[src/rtl/demux_1s2_stream.sv]
// Registered 1-to-2 stream demultiplexer with packet lock.
// The route comes from s0 on a packet's first beat. It is held in sel_q until
// the last beat is accepted. Each output owns a one-entry slot, so a stalled
// consumer only blocks input beats that are routed to it.
module demux_1s2_stream #(
  parameter int DW = 8,
  parameter int CW = 8
) (
  input  logic          clk,
  input  logic          rst_n,
  input  logic          s_valid,
  output logic          s_ready,
  input  logic [DW-1:0] s_data,
  input  logic          s_last,
  input  logic          s0,
  output logic          y0_valid,
  input  logic          y0_ready,
  output logic [DW-1:0] y0_data,
  output logic          y0_last,
  output logic          y1_valid,
  input  logic          y1_ready,
  output logic [DW-1:0] y1_data,
  output logic          y1_last,
  output logic [CW-1:0] pkt_cnt0,
  output logic [CW-1:0] pkt_cnt1
);

  typedef enum logic {IDLE, LOCK} state_t;

  state_t state;
  logic   sel_q;
  logic   route;
  logic   accept;
  logic   load0;
  logic   load1;
  logic   drain0;
  logic   drain1;

  // In IDLE the live select steers the first beat; in LOCK the captured one does.
  assign route  = (state == LOCK) ? sel_q : s0;

  // A slot can take a beat when it is empty or is being drained in this cycle.
  // The ready path from the consumer back to s_ready is combinational by design.
  assign s_ready = rst_n & (route ? (~y1_valid | y1_ready) : (~y0_valid | y0_ready));

  assign accept = s_valid & s_ready;
  assign load0  = accept & ~route;
  assign load1  = accept & route;
  assign drain0 = y0_valid & y0_ready;
  assign drain1 = y1_valid & y1_ready;

  // Route FSM: capture the select on every accepted beat and lock it until the last beat.
  always_ff @(posedge clk or negedge rst_n) begin
    if (!rst_n) begin
      state <= IDLE;
      sel_q <= 1'b0;
    end else if (accept) begin
      sel_q <= route;
      state <= s_last ? IDLE : LOCK;
    end
  end

  // Y0 slot: a reload wins over a drain, so back-to-back beats keep valid high.
  always_ff @(posedge clk or negedge rst_n) begin
    if (!rst_n) begin
      y0_valid <= 1'b0;
      y0_data  <= '0;
      y0_last  <= 1'b0;
    end else if (load0) begin
      y0_valid <= 1'b1;
      y0_data  <= s_data;
      y0_last  <= s_last;
    end else if (drain0) begin
      y0_valid <= 1'b0;
    end
  end

  // Y1 slot: same behaviour as Y0, and it drains independently of Y0.
  always_ff @(posedge clk or negedge rst_n) begin
    if (!rst_n) begin
      y1_valid <= 1'b0;
      y1_data  <= '0;
      y1_last  <= 1'b0;
    end else if (load1) begin
      y1_valid <= 1'b1;
      y1_data  <= s_data;
      y1_last  <= s_last;
    end else if (drain1) begin
      y1_valid <= 1'b0;
    end
  end

  // Count packets delivered to each output (last-beat handshakes), wrapping modulo 2^CW.
  always_ff @(posedge clk or negedge rst_n) begin
    if (!rst_n) begin
      pkt_cnt0 <= '0;
      pkt_cnt1 <= '0;
    end else begin
      if (drain0 && y0_last) pkt_cnt0 <= pkt_cnt0 + 1'b1;
      if (drain1 && y1_last) pkt_cnt1 <= pkt_cnt1 + 1'b1;
    end
  end

endmodule

[config.mk]
export PLATFORM = sky130hd
export DESIGN_NAME = demux_1s2_stream
export DESIGN_NICKNAME = d
export VERILOG_FILES = /design/src/rtl/demux_1s2_stream.sv
export SDC_FILE = /design/constraint.sdc
export NUM_CORES = 1
export LEC_CHECK = 0
export CAP_MARGIN = 20
export CORE_MARGIN = 1
export CORE_UTILIZATION = 48
export CTS_CLUSTER_DIAMETER = 40
export DETAILED_ROUTE_END_ITERATION = 10
export PLACE_DENSITY_LB_ADDON = 0.08
export SLEW_MARGIN = 20
export SYNTH_ARGS = -nofsm -noshare
export SYNTH_HDL_FRONTEND = slang
export SYNTH_SLANG_ARGS = --single-unit
[constraint.sdc]
create_clock -name clk -period 4.6 [get_ports clk]
set_input_delay 1.15 -clock clk [delete_from_list [all_inputs] [get_ports clk]]
set_output_delay 1.15 -clock clk [all_outputs]
set_load 0.02 [all_outputs]
After elaboration in Yosys (flattened, before gate mapping)
Index checks and enable logic that the tools add are counted.
{ "op_classes": {"n_reduce_logical": 4, "n_mul": 0, "add_sub_neg": 2, "n_shift": 0, "mux": 7, "n_div": 0, "bitwise_logic": 11, "order_cmp": 0, "eq_ne": 0} }
{ "op_table": {"columns": ["operator", "count"], "rows": [
  ["8-bit by 1-bit adder with 8-bit output, second input constant", 2],
  ["1-bit 2-to-1 mux", 7],
  ["1-bit AND", 6],
  ["2-bit nonzero test", 2],
  ["1-bit NOT", 3],
  ["1-bit logical AND", 2],
  ["1-bit OR", 2]
]} }
{ "word_totals": {"latchBits": 0, "out_inout_bits": 37, "regBits": 38, "romBits": 0, "input_bits": 15, "mem_bits_rw": 0, "wordCells": 34, "memories": 0} }

Longest topological paths before layout
Gate-level depths: netlist (run 1).
{ "logic_depth": {"ltp_word": 7, "mapped_depth": 6, "ltp_nobuf": 5} }

Worst setup path after synthesis (run 1)
No wires, ideal clock.
{ "synth_path": {"kind": "input port to output port", "startpoint": "in s0", "endpoint": "out s_ready", "t_arrival_ns": 1.811, "required_time_ns": 3.450, "stages": 3, "n_path_buf": 0, "path_slack_ns": 1.639, "cell_sequence": "mux2i_2 -> mux2i_1 -> nor2b_1"} }
{ "synth_between": {"elab_chain_cells": 3} }
{ "synth_rtl": {"columns": ["item", "line", "text"], "rows": [
  ["from (decl)", "15", "input logic s0,"],
  ["1-bit 2-to-1 mux", "40", "assign route = (state == LOCK) ? sel_q : s0;"],
  ["1-bit 2-to-1 mux", "44", "assign s_ready = rst_n & (route ? (~y1_valid | y1_ready) : (~y0_valid | y0_ready));"],
  ["1-bit AND", "44", null],
  ["to (decl)", "12", "output logic s_ready,"]
]} }
No other way between the ends.

Final worst setup path (run 1)
Ends and elaborated chain as after synthesis.

==> results of run 1 <==
==> layout by cell type, fill, tap and decap left out, types with 3 or more instances in the layout <==
cell	instances
clkbuf_4	5
nor2_1	5
xnor2_1	11
dfrtp_1	38
and3_1	3
clkdlybuf4s50_1	50
mux2_4	6
xor2_1	3
nand3_1	10
nand2_1	6
mux2_2	13
==> layer usage <==
| metal | vias up | wire length [um] | track usage, % |
|---|---|---|---|
| met5 | - | 0 | 0 |
| met4 | 0 | 51 | 8.64 |
| met3 | 5 | 186 | 6.77 |
| met2 | 36 | 1350 | 29.9 |
| met1 | 509 | 1250 | 20.5 |
| li1 | 498 | - | - |
==> through the flow <==
step / power [W] / worst slack (ns) / utilization [%] / instances / area [sq um]
2_1_floorplan: 0.000865 / 1.64 / - / 114 / 1590
3_3_place_gp: 0.00112 / 0.768 / 68.3 / 207 / 2120
3_5_place_dp: 0.00114 / 0.724 / 68.3 / 207 / 2120
4_1_cts: 0.00137 / 0.718 / 70.7 / 215 / 2190
5_1_grt: 0.00142 / 0.669 / 70.7 / 215 / 2190
6_report: 0.00135 / 0.733 / 70.7 / 215 / 2190
==> cell type report <==
type / count / area share (%)
Multi-Input combinational cell: 71 / 27.0
Timing Repair Buffer: 52 / 23.4
Clock inverter: 1 / 1.37
Sequential cell: 38 / 43.4
Clock buffer: 7 / 2.05
Inverter: 2 / 0.342
Tap cell: 44 / 2.51
==> power groups by stage <==
| stage | combinational (W) | clock (W) | sequential (W) |
|---|---|---|---|
| 2_1_floorplan | 0.000191 | 0 | 0.000674 |
| 3_3_place_gp | 0.000582 | 0 | 0.000540 |
| 3_5_place_dp | 0.000593 | 0 | 0.000548 |
| 4_1_cts | 0.000597 | 0.000227 | 0.000542 |
| 5_1_grt | 0.000624 | 0.000240 | 0.000555 |
| 6_report | 0.000590 | 0.000220 | 0.000539 |
==> path summary, 6_finish.rpt <==
path                                      endpoint  slack [ns]                     from  cells past startpoint
max                                        s_ready        0.73                       s0                      5
min                        pkt_cnt1[7]$_DFFE_PN0P_        0.48  pkt_cnt1[7]$_DFFE_PN0P_                      1
max reg2reg                 y1_data[4]$_DFFE_PN0P_        2.70        state$_DFFE_PN0N_                      3
min reg2reg                pkt_cnt1[7]$_DFFE_PN0P_        0.48  pkt_cnt1[7]$_DFFE_PN0P_                      1
max in group asynchronous   y1_data[4]$_DFFE_PN0P_        3.38                    rst_n                      2
min in group asynchronous  pkt_cnt0[5]$_DFFE_PN0P_        0.87                    rst_n                      2
==> kinds of logic after synthesis <==
group           after synthesis  synth area share (%)
mux                          21                  16.4
flops                        38                  59.8
buf+inv                       5                  2.91
fa+ha+maj                     2                  1.57
simple gates                 31                  10.4
compound gates                3                  1.18
xor+xnor                     14                  7.72
==> flip-flops by register name, indices dropped and copies added, names as in the netlist <==
register	flops
sel_q	1
y0_valid	1
y0_last	1
y1_last	1
y1_data	8
y1_valid	1
y0_data	8
pkt_cnt0	8
pkt_cnt1	8
state	1
==> worst reg2reg max path, cell delays in order (launching register included) <==
cell,delay (ns)
dfrtp_1,0.41
mux2i_2,0.19
nor3b_2,0.76
mux2_2,0.42
==> impl_metrics.yaml, run 1 <==
outcome:
  outcome: "complete, no violations"
clocking:
  cts_tree: "done"
  ctsHoldBuffers: 0
  clock_path_buffers: 2
  ctsResizeCount: 0
  cts.clk_slew.worst_paths_ns: 0.11
  cts_made_buffers: 5
  cts_max_level: 2
  cts.sinks: 38
  post_cts_buffers: 0
  cts_root_buffer: "clkbuf_4"
  clock_latency_ns: 0.34
pwr:
  pwr-share-seq_pct: 40.0
  p_clk_share_pct: 16.3
  internal_power_w: 0.000892
  pwr_density_cell_nw_per_um2: 615
  p_sw_w: 0.000458
  sw_frac_of_total_pct: 33.9
  vdd_drop_max_uv: 368
  p_leak_nw: 0.954
  share_comb_of_total_power_pct: 43.7
sta:
  whs_ns: 0.477
  setup_viol_count_final: 0
  relSlewSlack_pct: 40.2
  finalSetupTns_ns: 0
  hold_viol_final: 0
  rsz0062_at_grt: "no"
  worst_pin_slew_ns: 0.893
  max_freq_mhz: 259
  maxSlewViolCount: 0
  layout_min_cycle_time_ns: 3.87
  finClkSkew_ns: 0.0143
  fin_crit_sh_pct: 84.1
yosys:
  synth_ff_type: "dfrtp_1"
  ys_types: 24
  yosysWarnings: 0
  synthArstFlopShare_pct: 100
  avgSynthCellArea_sq_um: 13.9
  synth_top_area_cell: "dfrtp_1"
  ys_top_cells_by_area: "dfrtp_1, mux2_2, xnor2_1, mux2_4, nand3_1"
  ys_ff_latch: 38
  netlist.area_leader.share_pct: 59.8
  ys_top_cells_by_count: "dfrtp_1, mux2_2, xnor2_1"
  synth_most_common_cell: "dfrtp_1"
  synth_edf_count: 0
  syn_inst: 114
  syn_nets: 131
  netlist_area_sq_um: 1590
  ys_seq_area_share_pct: 59.8
setup_path:
  crit_path_max_fanout: 4
  arrival_ns: 2.72
  end_kind: "output pin"
  crit_family: "buffers and inverters"
  crit_chain: "clkdlybuf4s50_1, mux2i_2, mux2i_1, nor2b_1, clkdlybuf4s50_1"
  cp_slowest_stage_delay_ns: 0.60
  worst_path_most_repeated_cell: "clkdlybuf4s50_1"
  path_buf_inv: 2
  path_class: "input port to output pin"
  start_kind: "input port"
  critical_path.slowest_cell: "clkdlybuf4s50_1"
  crit_required_ns: 3.45
hold_path:
  hold_class: "register to register"
place:
  post-dp-hpwl_mm: 2.01
  numPortBuffers: 51
  gp_congestion: 0.727
global_routing:
  antenna_found_initial: 0
  grt_max_degree: 41
  grt_pass1_vias: 1019
  grt_pass1_wl_mm: 4.53
  grt_usage_pct: 18.0
  gr-total-overflow: 0
detailed_routing:
  drt-total-wl_mm: 2.83
  routedWlPerCell_um: 13.2
  drt-pass1-iter-count: 4
  routed_via_density: 4.87
  drt-initial-drc-count: 23
  route.detailed.drc: 0
  antenna_left: 0
  dr_total_vias: 1048
die:
  initial_core_util_pct: 51.2
  die_height_um: 59.5
  die_w_um: 59.5
  io_pins: 52
  die-area_sq_um: 3540
  rows: 20
  core_sq_um: 3100
cells_and_area:
  final.fill_count: 275
  drive_above_1_share_pct: 17.5
  syn2layout_area_growth_pct: 38.0
  layout.nets: 187
  antenna_cells: 0
  regArea_sq_um: 951
  multiInputGateArea_sq_um: 592
run:
  maxCapViolCount: 0
Power figures use the tool's default switching activity.
==> inputs of run 2 (changes only) <==
--- a/config.mk
+++ b/config.mk
@@ -7,7 +7,7 @@
 export LEC_CHECK = 0
 export CAP_MARGIN = 20
 export CORE_MARGIN = 1
-export CORE_UTILIZATION = 48
+export CORE_UTILIZATION = 45
 export CTS_CLUSTER_DIAMETER = 40
 export DETAILED_ROUTE_END_ITERATION = 10
 export PLACE_DENSITY_LB_ADDON = 0.08
==> constraint.sdc (replaced) <==
create_clock -name clk -period 3.8 [get_ports clk]
set_input_delay 0.95 -clock clk [delete_from_list [all_inputs] [get_ports clk]]
set_output_delay 0.95 -clock clk [all_outputs]
set_load 0.02 [all_outputs]
==> run 2 against run 1 <==
Effect of this change: highest routed layer unchanged; combinational power rose by 21%; critical endpoint unchanged; sequential share of layout area is 0.27 points lower; routed wire length shrank 2.1%; setup slack got worse by 0.38 ns.
==> impl_metrics.yaml, run 2 (synthesis results as in run 1) <==
outcome:
  outcome: "complete, no violations"
place:
  numPortBuffers: 51
  gp_congestion: 0.688
  dpl-instance-area_sq_um: 2130
  post-dp-hpwl_mm: 2.00
cells_and_area:
  final_cell_mix: "clkdlybuf4s50_1, dfrtp_1, mux2_2"
  layout.nets: 188
  syn2layout_area_growth_pct: 38.9
  layout_commonest_cell: "clkdlybuf4s50_1"
  fin_util_pct: 65.6
  drive_above_1_share_pct: 19.2
  final.fill_count: 296
  antenna_cells: 0
  final_cell_area_sq_um: 2210
detailed_routing:
  routed_via_density: 4.82
  met2WireLength_mm: 1.33
  route.detailed.drc: 0
  drt-pass1-iter-count: 2
  routedWlPerCell_um: 12.7
  wl_met1_mm: 1.17
  drt-total-wl_mm: 2.77
  antenna_left: 0
  wl_met3_um: 226
  dr_total_vias: 1050
  top_layer: "met4"
  drt-initial-drc-count: 42
die:
  die_w_um: 61.4
  rows: 21
  initial_core_util_pct: 47.2
  io_pins: 52
  die_height_um: 61.4
  die-area_sq_um: 3770
  core_sq_um: 3360
setup_path:
  crit_chain: "clkdlybuf4s50_1, mux2i_2, mux2i_1, nor2b_1, clkdlybuf4s50_1"
  path_class: "input port to output pin"
  worst_path_most_repeated_cell: "clkdlybuf4s50_1"
  crit_required_ns: 2.85
  crit_family: "buffers and inverters"
  path_buf_inv: 2
  critical_path.slowest_cell: "clkdlybuf4s50_1"
  crit_path_max_fanout: 4
  end_kind: "output pin"
  start_kind: "input port"
  cp_slowest_stage_delay_ns: 0.61
  arrival_ns: 2.49
sta:
  finClkSkew_ns: 0.00349
  worst_pin_slew_ns: 0.482
  whs_ns: 0.477
  maxSlewViolCount: 0
  finalSetupTns_ns: 0
  relSlewSlack_pct: 67.9
  rsz0062_at_grt: "no"
  hold_viol_final: 0
  fin_crit_sh_pct: 90.6
  setup_viol_count_final: 0
  max_freq_mhz: 290
  layout_min_cycle_time_ns: 3.44
global_routing:
  grt_usage_pct: 17.1
  antenna_found_initial: 0
  gr-total-overflow: 0
  grt_pass1_vias: 1056
  grt_max_degree: 41
  grt_pass1_wl_mm: 4.54
pwr:
  pwr_density_cell_nw_per_um2: 731
  p_leak_nw: 0.964
  totalPowerFinal_w: 0.00161
  vdd_drop_max_uv: 421
clocking:
  cts_made_buffers: 5
  post_cts_buffers: 0
  cts_tree: "done"
  cts.clk_slew.worst_paths_ns: 0.10
  cts_max_level: 2
  clock_path_buffers: 2
  ctsResizeCount: 0
  cts.sinks: 38
  clock_latency_ns: 0.33
  cts_root_buffer: "clkbuf_4"
  ctsHoldBuffers: 0
run:
  maxCapViolCount: 0
hold_path:
  hold_class: "register to register"
[run 2: area by class of cell]
class	instances	area [sq um]	area share (%)
flip-flops and latches	38	951	43.1
clock buffers	8	78.8	3.57
well taps	46	57.6	2.61
inverters	2	7.51	0.340
repair buffers	53	520	23.6
multi-input cells	71	592	26.8
[run 2: final timing paths]
| check | startpoint | end | slack, ns | cells past startpoint |
|---|---|---|---|---|
| worst min-delay path | pkt_cnt1[7]$_DFFE_PN0P_ | pkt_cnt1[7]$_DFFE_PN0P_ | 0.48 | 1 |
| worst max-delay path | s0 | s_ready | 0.36 | 5 |
| max in group asynchronous | rst_n | y1_data[4]$_DFFE_PN0P_ | 2.79 | 2 |
| worst max register to register | state$_DFFE_PN0N_ | y0_data[5]$_DFFE_PN0P_ | 2.18 | 3 |
| min in group asynchronous | rst_n | pkt_cnt1[5]$_DFFE_PN0P_ | 0.67 | 2 |
| worst min register to register | pkt_cnt1[7]$_DFFE_PN0P_ | pkt_cnt1[7]$_DFFE_PN0P_ | 0.48 | 1 |
[run 2: power by group]
group | internal, W | switching, W
Combinational | 0.000394 | 0.000318
Sequential | 0.000548 | 0.000105
Clock | 0.000126 | 0.000121
[run 2: routing by layer]
metal / GRT usage [%] / vias to the layer above
li1: - / 506
met1: 19.3 / 501
met5: 0 / -
met2: 28.1 / 36
met4: 8.57 / 0
met3: 6.72 / 7
[run 2: per-stage QoR]
stage	setup WS, ns	cells
finish	0.357	218
detailed placement	0.354	210
global placement	0.360	210
CTS	0.346	218
global route	0.281	218
floorplan	1.24	114
[run 2: worst reg2reg max path, delay by kind of cell, from the launching register on]
family | cells | cell delay [ns]
simple gates | 1 | 0.42
mux | 2 | 0.71
flops | 1 | 0.39
==> inputs of run 3 (changes only) <==
--- a/config.mk
+++ b/config.mk
@@ -5,8 +5,6 @@
 export SDC_FILE = /design/constraint.sdc
 export NUM_CORES = 1
 export LEC_CHECK = 0
-export CAP_MARGIN = 20
-export CORE_MARGIN = 1
 export CORE_UTILIZATION = 45
 export CTS_CLUSTER_DIAMETER = 40
 export DETAILED_ROUTE_END_ITERATION = 10
==> results of run 3 <==
Same layout as run 2: the final DEF is identical, and so are final timing and power.
